===== src/rtl/branch_resolve_pkg.sv =====
// rtl/branch_resolve_pkg.sv - shared pipeline definitions: predictor counter encodings and PPCCB fields
package branch_resolve_pkg;

   typedef enum logic [1:0] {
      CB_SNT = 2'b00,
      CB_WNT = 2'b01,
      CB_WT  = 2'b10,
      CB_ST  = 2'b11
   } cb_t;

   typedef enum logic {
      ST_RESOLVE = 1'b0,
      ST_SHADOW  = 1'b1
   } br_state_t;

   localparam int PPC_MSB = 31;
   localparam int PPC_LSB = 0;
   localparam int CB_MSB  = 33;
   localparam int CB_LSB  = 32;

endpackage


===== src/rtl/sat_counter2.sv =====
// rtl/sat_counter2.sv - 2-bit saturating branch predictor counter update
module sat_counter2
   import branch_resolve_pkg::*;
(
   input  logic [1:0] cb,
   input  logic       taken,
   output logic [1:0] cb_next
);

   always_comb begin
      cb_next = cb;
      if (taken) begin
         if (cb != CB_ST) cb_next = cb + 2'd1;
      end else begin
         if (cb != CB_SNT) cb_next = cb - 2'd1;
      end
   end

endmodule


===== src/rtl/branch_resolve.sv =====
// rtl/branch_resolve.sv - EX-stage branch resolution: redirect/flush, BTB update and branch statistics
module branch_resolve
   import branch_resolve_pkg::*;
(
   input  logic        Clk,
   input  logic        Rst,
   input  logic        Valid,
   input  logic        IsBranch,
   input  logic        Taken,
   input  logic [31:0] TargetAddr,
   input  logic [31:0] InstrAddr,
   input  logic [31:0] PC,
   input  logic [33:0] PPCCB,
   input  logic        PCMatch,
   input  logic        EX_Stall,
   output logic        FlushPipeandPC,
   output logic        WriteEnable,
   output logic [1:0]  CB_o,
   output logic [31:0] JmpAddr,
   output logic [31:0] JmpInstrAddr,
   output logic [31:0] BranchCount,
   output logic [31:0] MispredictCount
);

   br_state_t   state_q, state_d;
   logic        flush_q, flush_d;
   logic        we_q, we_d;
   logic [1:0]  cb_q, cb_d;
   logic [31:0] jmp_addr_q, jmp_addr_d;
   logic [31:0] jmp_instr_addr_q, jmp_instr_addr_d;
   logic [31:0] branch_count_q, branch_count_d;
   logic [31:0] mispredict_count_q, mispredict_count_d;

   logic        resolve;
   logic        mispredict;
   logic        btb_write;
   logic [31:0] actual_next;
   logic [31:0] pred_next;
   logic [1:0]  cb_hit_next;

   sat_counter2 u_sat_counter2 (
      .cb      (PPCCB[CB_MSB:CB_LSB]),
      .taken   (Taken),
      .cb_next (cb_hit_next)
   );

   always_comb begin
      resolve     = Valid & IsBranch & ~EX_Stall & (state_q == ST_RESOLVE);
      actual_next = Taken ? TargetAddr : PC;
      pred_next   = PCMatch ? PPCCB[PPC_MSB:PPC_LSB] : PC;
      mispredict  = resolve & (actual_next != pred_next);
      // A not-taken miss matches the fall-through prediction, so it never allocates.
      btb_write   = resolve & (PCMatch | Taken);

      state_d            = state_q;
      flush_d            = mispredict;
      we_d               = btb_write;
      cb_d               = cb_q;
      jmp_addr_d         = jmp_addr_q;
      jmp_instr_addr_d   = jmp_instr_addr_q;
      branch_count_d     = branch_count_q;
      mispredict_count_d = mispredict_count_q;

      if (btb_write || mispredict) begin
         cb_d             = PCMatch ? cb_hit_next : CB_WT;
         jmp_addr_d       = actual_next;
         jmp_instr_addr_d = InstrAddr;
      end
      if (resolve)    branch_count_d     = branch_count_q + 32'd1;
      if (mispredict) mispredict_count_d = mispredict_count_q + 32'd1;

      // The shadow slot holds the wrong-path instruction; it always lasts one cycle.
      case (state_q)
         ST_RESOLVE: if (mispredict) state_d = ST_SHADOW;
         ST_SHADOW:  state_d = ST_RESOLVE;
         default:    state_d = ST_RESOLVE;
      endcase
   end

   always_ff @(posedge Clk) begin
      if (Rst) begin
         state_q            <= ST_RESOLVE;
         flush_q            <= 1'b0;
         we_q               <= 1'b0;
         cb_q               <= 2'b00;
         jmp_addr_q         <= 32'd0;
         jmp_instr_addr_q   <= 32'd0;
         branch_count_q     <= 32'd0;
         mispredict_count_q <= 32'd0;
      end else begin
         state_q            <= state_d;
         flush_q            <= flush_d;
         we_q               <= we_d;
         cb_q               <= cb_d;
         jmp_addr_q         <= jmp_addr_d;
         jmp_instr_addr_q   <= jmp_instr_addr_d;
         branch_count_q     <= branch_count_d;
         mispredict_count_q <= mispredict_count_d;
      end
   end

   assign FlushPipeandPC  = flush_q;
   assign WriteEnable     = we_q;
   assign CB_o            = cb_q;
   assign JmpAddr         = jmp_addr_q;
   assign JmpInstrAddr    = jmp_instr_addr_q;
   assign BranchCount     = branch_count_q;
   assign MispredictCount = mispredict_count_q;

endmodule


===== config.mk =====
export PLATFORM = sky130hd
export DESIGN_NAME = branch_resolve
export DESIGN_NICKNAME = d
export VERILOG_FILES = /design/src/rtl/branch_resolve_pkg.sv /design/src/rtl/sat_counter2.sv /design/src/rtl/branch_resolve.sv
export SDC_FILE = /design/constraint.sdc
export NUM_CORES = 1
export LEC_CHECK = 0
export CAP_MARGIN = 15
export CORE_MARGIN = 2
export CORE_UTILIZATION = 40
export CTS_CLUSTER_DIAMETER = 200
export DETAILED_ROUTE_END_ITERATION = 7
export GPL_ROUTABILITY_DRIVEN = 0
export PLACE_DENSITY_LB_ADDON = 0.25
export REMOVE_ABC_BUFFERS = 1
export SETUP_SLACK_MARGIN = 0.3
export SLEW_MARGIN = 15
export SYNTH_ARGS = -nofsm -noshare
export SYNTH_HDL_FRONTEND = slang
export SYNTH_HIERARCHICAL = 1
export SYNTH_SLANG_ARGS = --single-unit

===== constraint.sdc =====
create_clock -name Clk -period 2.4 [get_ports Clk]
set_input_delay 0.24 -clock Clk [delete_from_list [all_inputs] [get_ports Clk]]
set_output_delay 0.24 -clock Clk [all_outputs]
set_load 0.03 [all_outputs]

==> impl_metrics.toml, run 1 <==
[die]
chipHeight_um = 134
fp.coreArea_um2 = 16500
rows = 47
dieArea_um2 = 17900
io_pins = 269
die_w_um = 134
initial_core_util_pct = 40.9

[finish]
nNetsFinal = 1246
layout_commonest_cell = "clkdlybuf4s50_1"
mostFrequentLayoutCells = "clkdlybuf4s50_1, dfxtp_1, nand2_1"
area_delta_synth_final_pct = 67.2
drive_gt1_share_pct = 18.8
final_util_pct = 68.3
design_area_um2 = 11300

[critical_path]
reg2reg_slack_ns = 0.18
reg2reg_depth = 11
critical_path_required_ns = 2.74
end_kind = "register"
setup.worst_path.class = "register to register"
arrival_ns = 2.55
timing.rr.start = "MispredictCount[17]"
start_kind = "register"
r2r_end = "MispredictCount[27]"
path_max_fanout = 3

[clock_network]
clock_path_buffers = 2
numCtsBuffers = 17
clock_latency_ns = 0.43
tritoncts = "done"
cts.sink_count = 133
hold_buffers = 0
path_clk_slew_ns = 0.06
cts.htree.levels = 4
cts-root-buf = "clkbuf_16"

[drt]
drcViolationCount = 0
finalWirelength_um = 21700
ant_nets = 0
drt_pre_antenna_iters = 6
wl_per_cell_um = 16.2
vias = 6718
drt-initial-drc-count = 282
via_per_inst = 4.99

[pwr]
power_w = 0.00586
comb_power_share_pct = 16.6
p_per_area_nw_per_um2 = 519
p_clk_share_pct = 44.4
irDropWorstVdd_uv = 515
switchingPower_w = 0.00152
swShare_pct = 26.0
p_int_w = 0.00433
p_seq_share_pct = 38.9
p_leak_nw = 4.36

[sta]
final.setup.tns_ns = 0
finalClockSkew_ns = 0.00596
relSlewSlack_pct = 65.0
fin_crit_ns = 2.22
finalHoldViolCount = 0
setup_viol = 0
final_max_slew_viol_count = 0
setup_slack_ns = 0.185
post-route-period-util_pct = 92.3
worstMarginPinSlew_ns = 0.524
fmax_mhz = 451
rsz0062_at_grt = "yes"

[synth]
ys_seq_elements = 133
synth_seq_area_share_pct = 39.4
synthCells = 770
async_flop_share_pct = 0
syn_area_um2 = 6750
synth_edf_count = 0
yosysWarnings = 6
syn_area_per_cell_um2 = 8.77
synth_ff_type = "dfxtp_1"
ys_types = 46

[min_path]
hp-start = "PC[16]"
holdPathStages = 3
hold_class = "input pin to register"
min_delay_worst_endpoint = "JmpAddr[16]"

[global_routing]
grt_pass1_vias = 6640
track_usage_pct = 23.6
antenna_found_initial = 5
grt_overflow = 0
grt_pass1_wl_um = 33600
grt_max_degree = 76

[placement]
io_buffers = 268
dpl_cell_area_um2 = 10100
dp_slack_ns = -0.377
dp_hpwl_um = 15700

[status]
status = "finished, final reports clean"

[job]
cap_violations = 0
==> cell families (layout without fill, tap and decap cells) <==
kind of cell | Yosys count | count (layout) | share of synthesized area, %
mux | 58 | 58 | 8.63
buf+inv | 50 | 400 | 4.02
xor+xnor | 115 | 115 | 14.9
simple gates | 282 | 282 | 20.4
other cells | 0 | 5 | 0
flops | 133 | 133 | 39.4
compound gates | 128 | 128 | 11.9
fa+ha+maj | 4 | 4 | 0.704
==> flip-flops by register name, indices dropped and copies added (netlist names) <==
name and count:
CB_o 2, MispredictCount 32, JmpInstrAddr 32, JmpAddr 32, WriteEnable 1, state_q 1
BranchCount 32, FlushPipeandPC 1
==> layer usage <==
| layer | up-vias | global-route usage, % | routed length [um] |
|---|---|---|---|
| li1 | 3392 | - | - |
| met1 | 3087 | 26.8 | 8600 |
| met2 | 204 | 40.2 | 10900 |
| met3 | 35 | 9.26 | 1740 |
| met4 | 0 | 8.51 | 501 |
| met5 | - | 0 | 0 |
==> metrics by stage <==
| step | cells | hold slack, ns |
|---|---|---|
| after CTS | 1325 | 0.264 |
| final | 1345 | 0.214 |
| after detailed placement | 1285 | 0.449 |
| after floorplan | 724 | 0.309 |
| after global routing | 1343 | 0.231 |
| after global placement | 1285 | 0.441 |
==> cell usage after synthesis (all sizes together) (4+ instances only) <==
| master | instances | area share, % |
|---|---|---|
| xnor2 | 37 | 4.8 |
| o31ai | 4 | 0.44 |
| nand2 | 85 | 4.7 |
| and3 | 12 | 1.1 |
| or3 | 17 | 1.6 |
| a211oi | 32 | 3.6 |
| dfxtp | 133 | 39 |
| o2111ai | 9 | 1.3 |
| buf | 15 | 2.1 |
| or4 | 4 | 0.44 |
| o21ai | 22 | 1.6 |
| a21oi | 54 | 4.0 |
| nor2b | 11 | 1.0 |
| inv | 4 | 0.22 |
| nand4 | 21 | 2.0 |
| nor2 | 81 | 4.6 |
| xor2 | 78 | 10 |
| nand3 | 20 | 1.5 |
| nor3 | 6 | 0.44 |
| mux2i | 56 | 8.3 |
| and4 | 6 | 0.78 |
| and2 | 4 | 0.37 |
| nor4 | 11 | 1.3 |
| clkbuf | 31 | 1.7 |
==> layout make-up <==
| type | instances | area (um^2) |
|---|---|---|
| fillers | 1328 | 5240 |
| multi-input cells | 587 | 4180 |
| repair buffers | 364 | 3540 |
| flip-flops and latches | 133 | 2680 |
| clock buffers | 20 | 457 |
| well taps | 220 | 275 |
| clock inverters | 12 | 129 |
| inverters | 4 | 15.0 |
| diodes | 5 | 12.5 |
==> worst max path at each step <==
stage / start / to / slack [ns] / depth (start not counted)
detailed placement: PC[16] / MispredictCount[23] / -0.38 / 10
global route: MispredictCount[17] / MispredictCount[27] / 0.02 / 11
floorplan: state_q / JmpAddr[0] / -1.93 / 3
finish: MispredictCount[17] / MispredictCount[27] / 0.18 / 11
global placement: PC[16] / MispredictCount[29] / -0.33 / 10
CTS: PPCCB[29] / MispredictCount[23] / 0.29 / 10
==> worst max-delay path, stage by stage, from the launching register on <==
cell and delay, ns:
dfxtp_2 0.33, and4_4 0.22, and3_4 0.20, nand4_1 0.15, nor2_2 0.18, buf_4 0.13
buf_6 0.09, buf_6 0.08, buf_6 0.08, nand4_1 0.11, or3_1 0.38, a21oi_1 0.18
==> repair_timing <==
| action | in CTS | in global routing |
|---|---|---|
| setup buffers | 8 | 14 |
| cloned | 0 | 1 |
| pin swaps | 35 | 51 |
| endpoints found under the setup margin | 36 | 39 |
| resized for setup | 88 | 82 |
==> power groups by stage <==
stage                     Combinational (W)  Sequential (W)  Clock (W)
after floorplan                    0.000270         0.00242          0
after global placement             0.000926         0.00233          0
after detailed placement           0.000932         0.00233          0
after CTS                          0.000935         0.00228    0.00264
after global routing                0.00104         0.00228    0.00274
final                              0.000974         0.00228    0.00260
Note: power is estimated with default switching activity, not from simulation.
==> run 2, diff against run 1 <==
--- a/config.mk
+++ b/config.mk
@@ -5,7 +5,6 @@
 export SDC_FILE = /design/constraint.sdc
 export NUM_CORES = 1
 export LEC_CHECK = 0
-export CAP_MARGIN = 15
 export CORE_MARGIN = 2
 export CORE_UTILIZATION = 40
 export CTS_CLUSTER_DIAMETER = 200
==> results of run 2 <==
The final DEF is identical to that of run 1; final timing and power are the same.
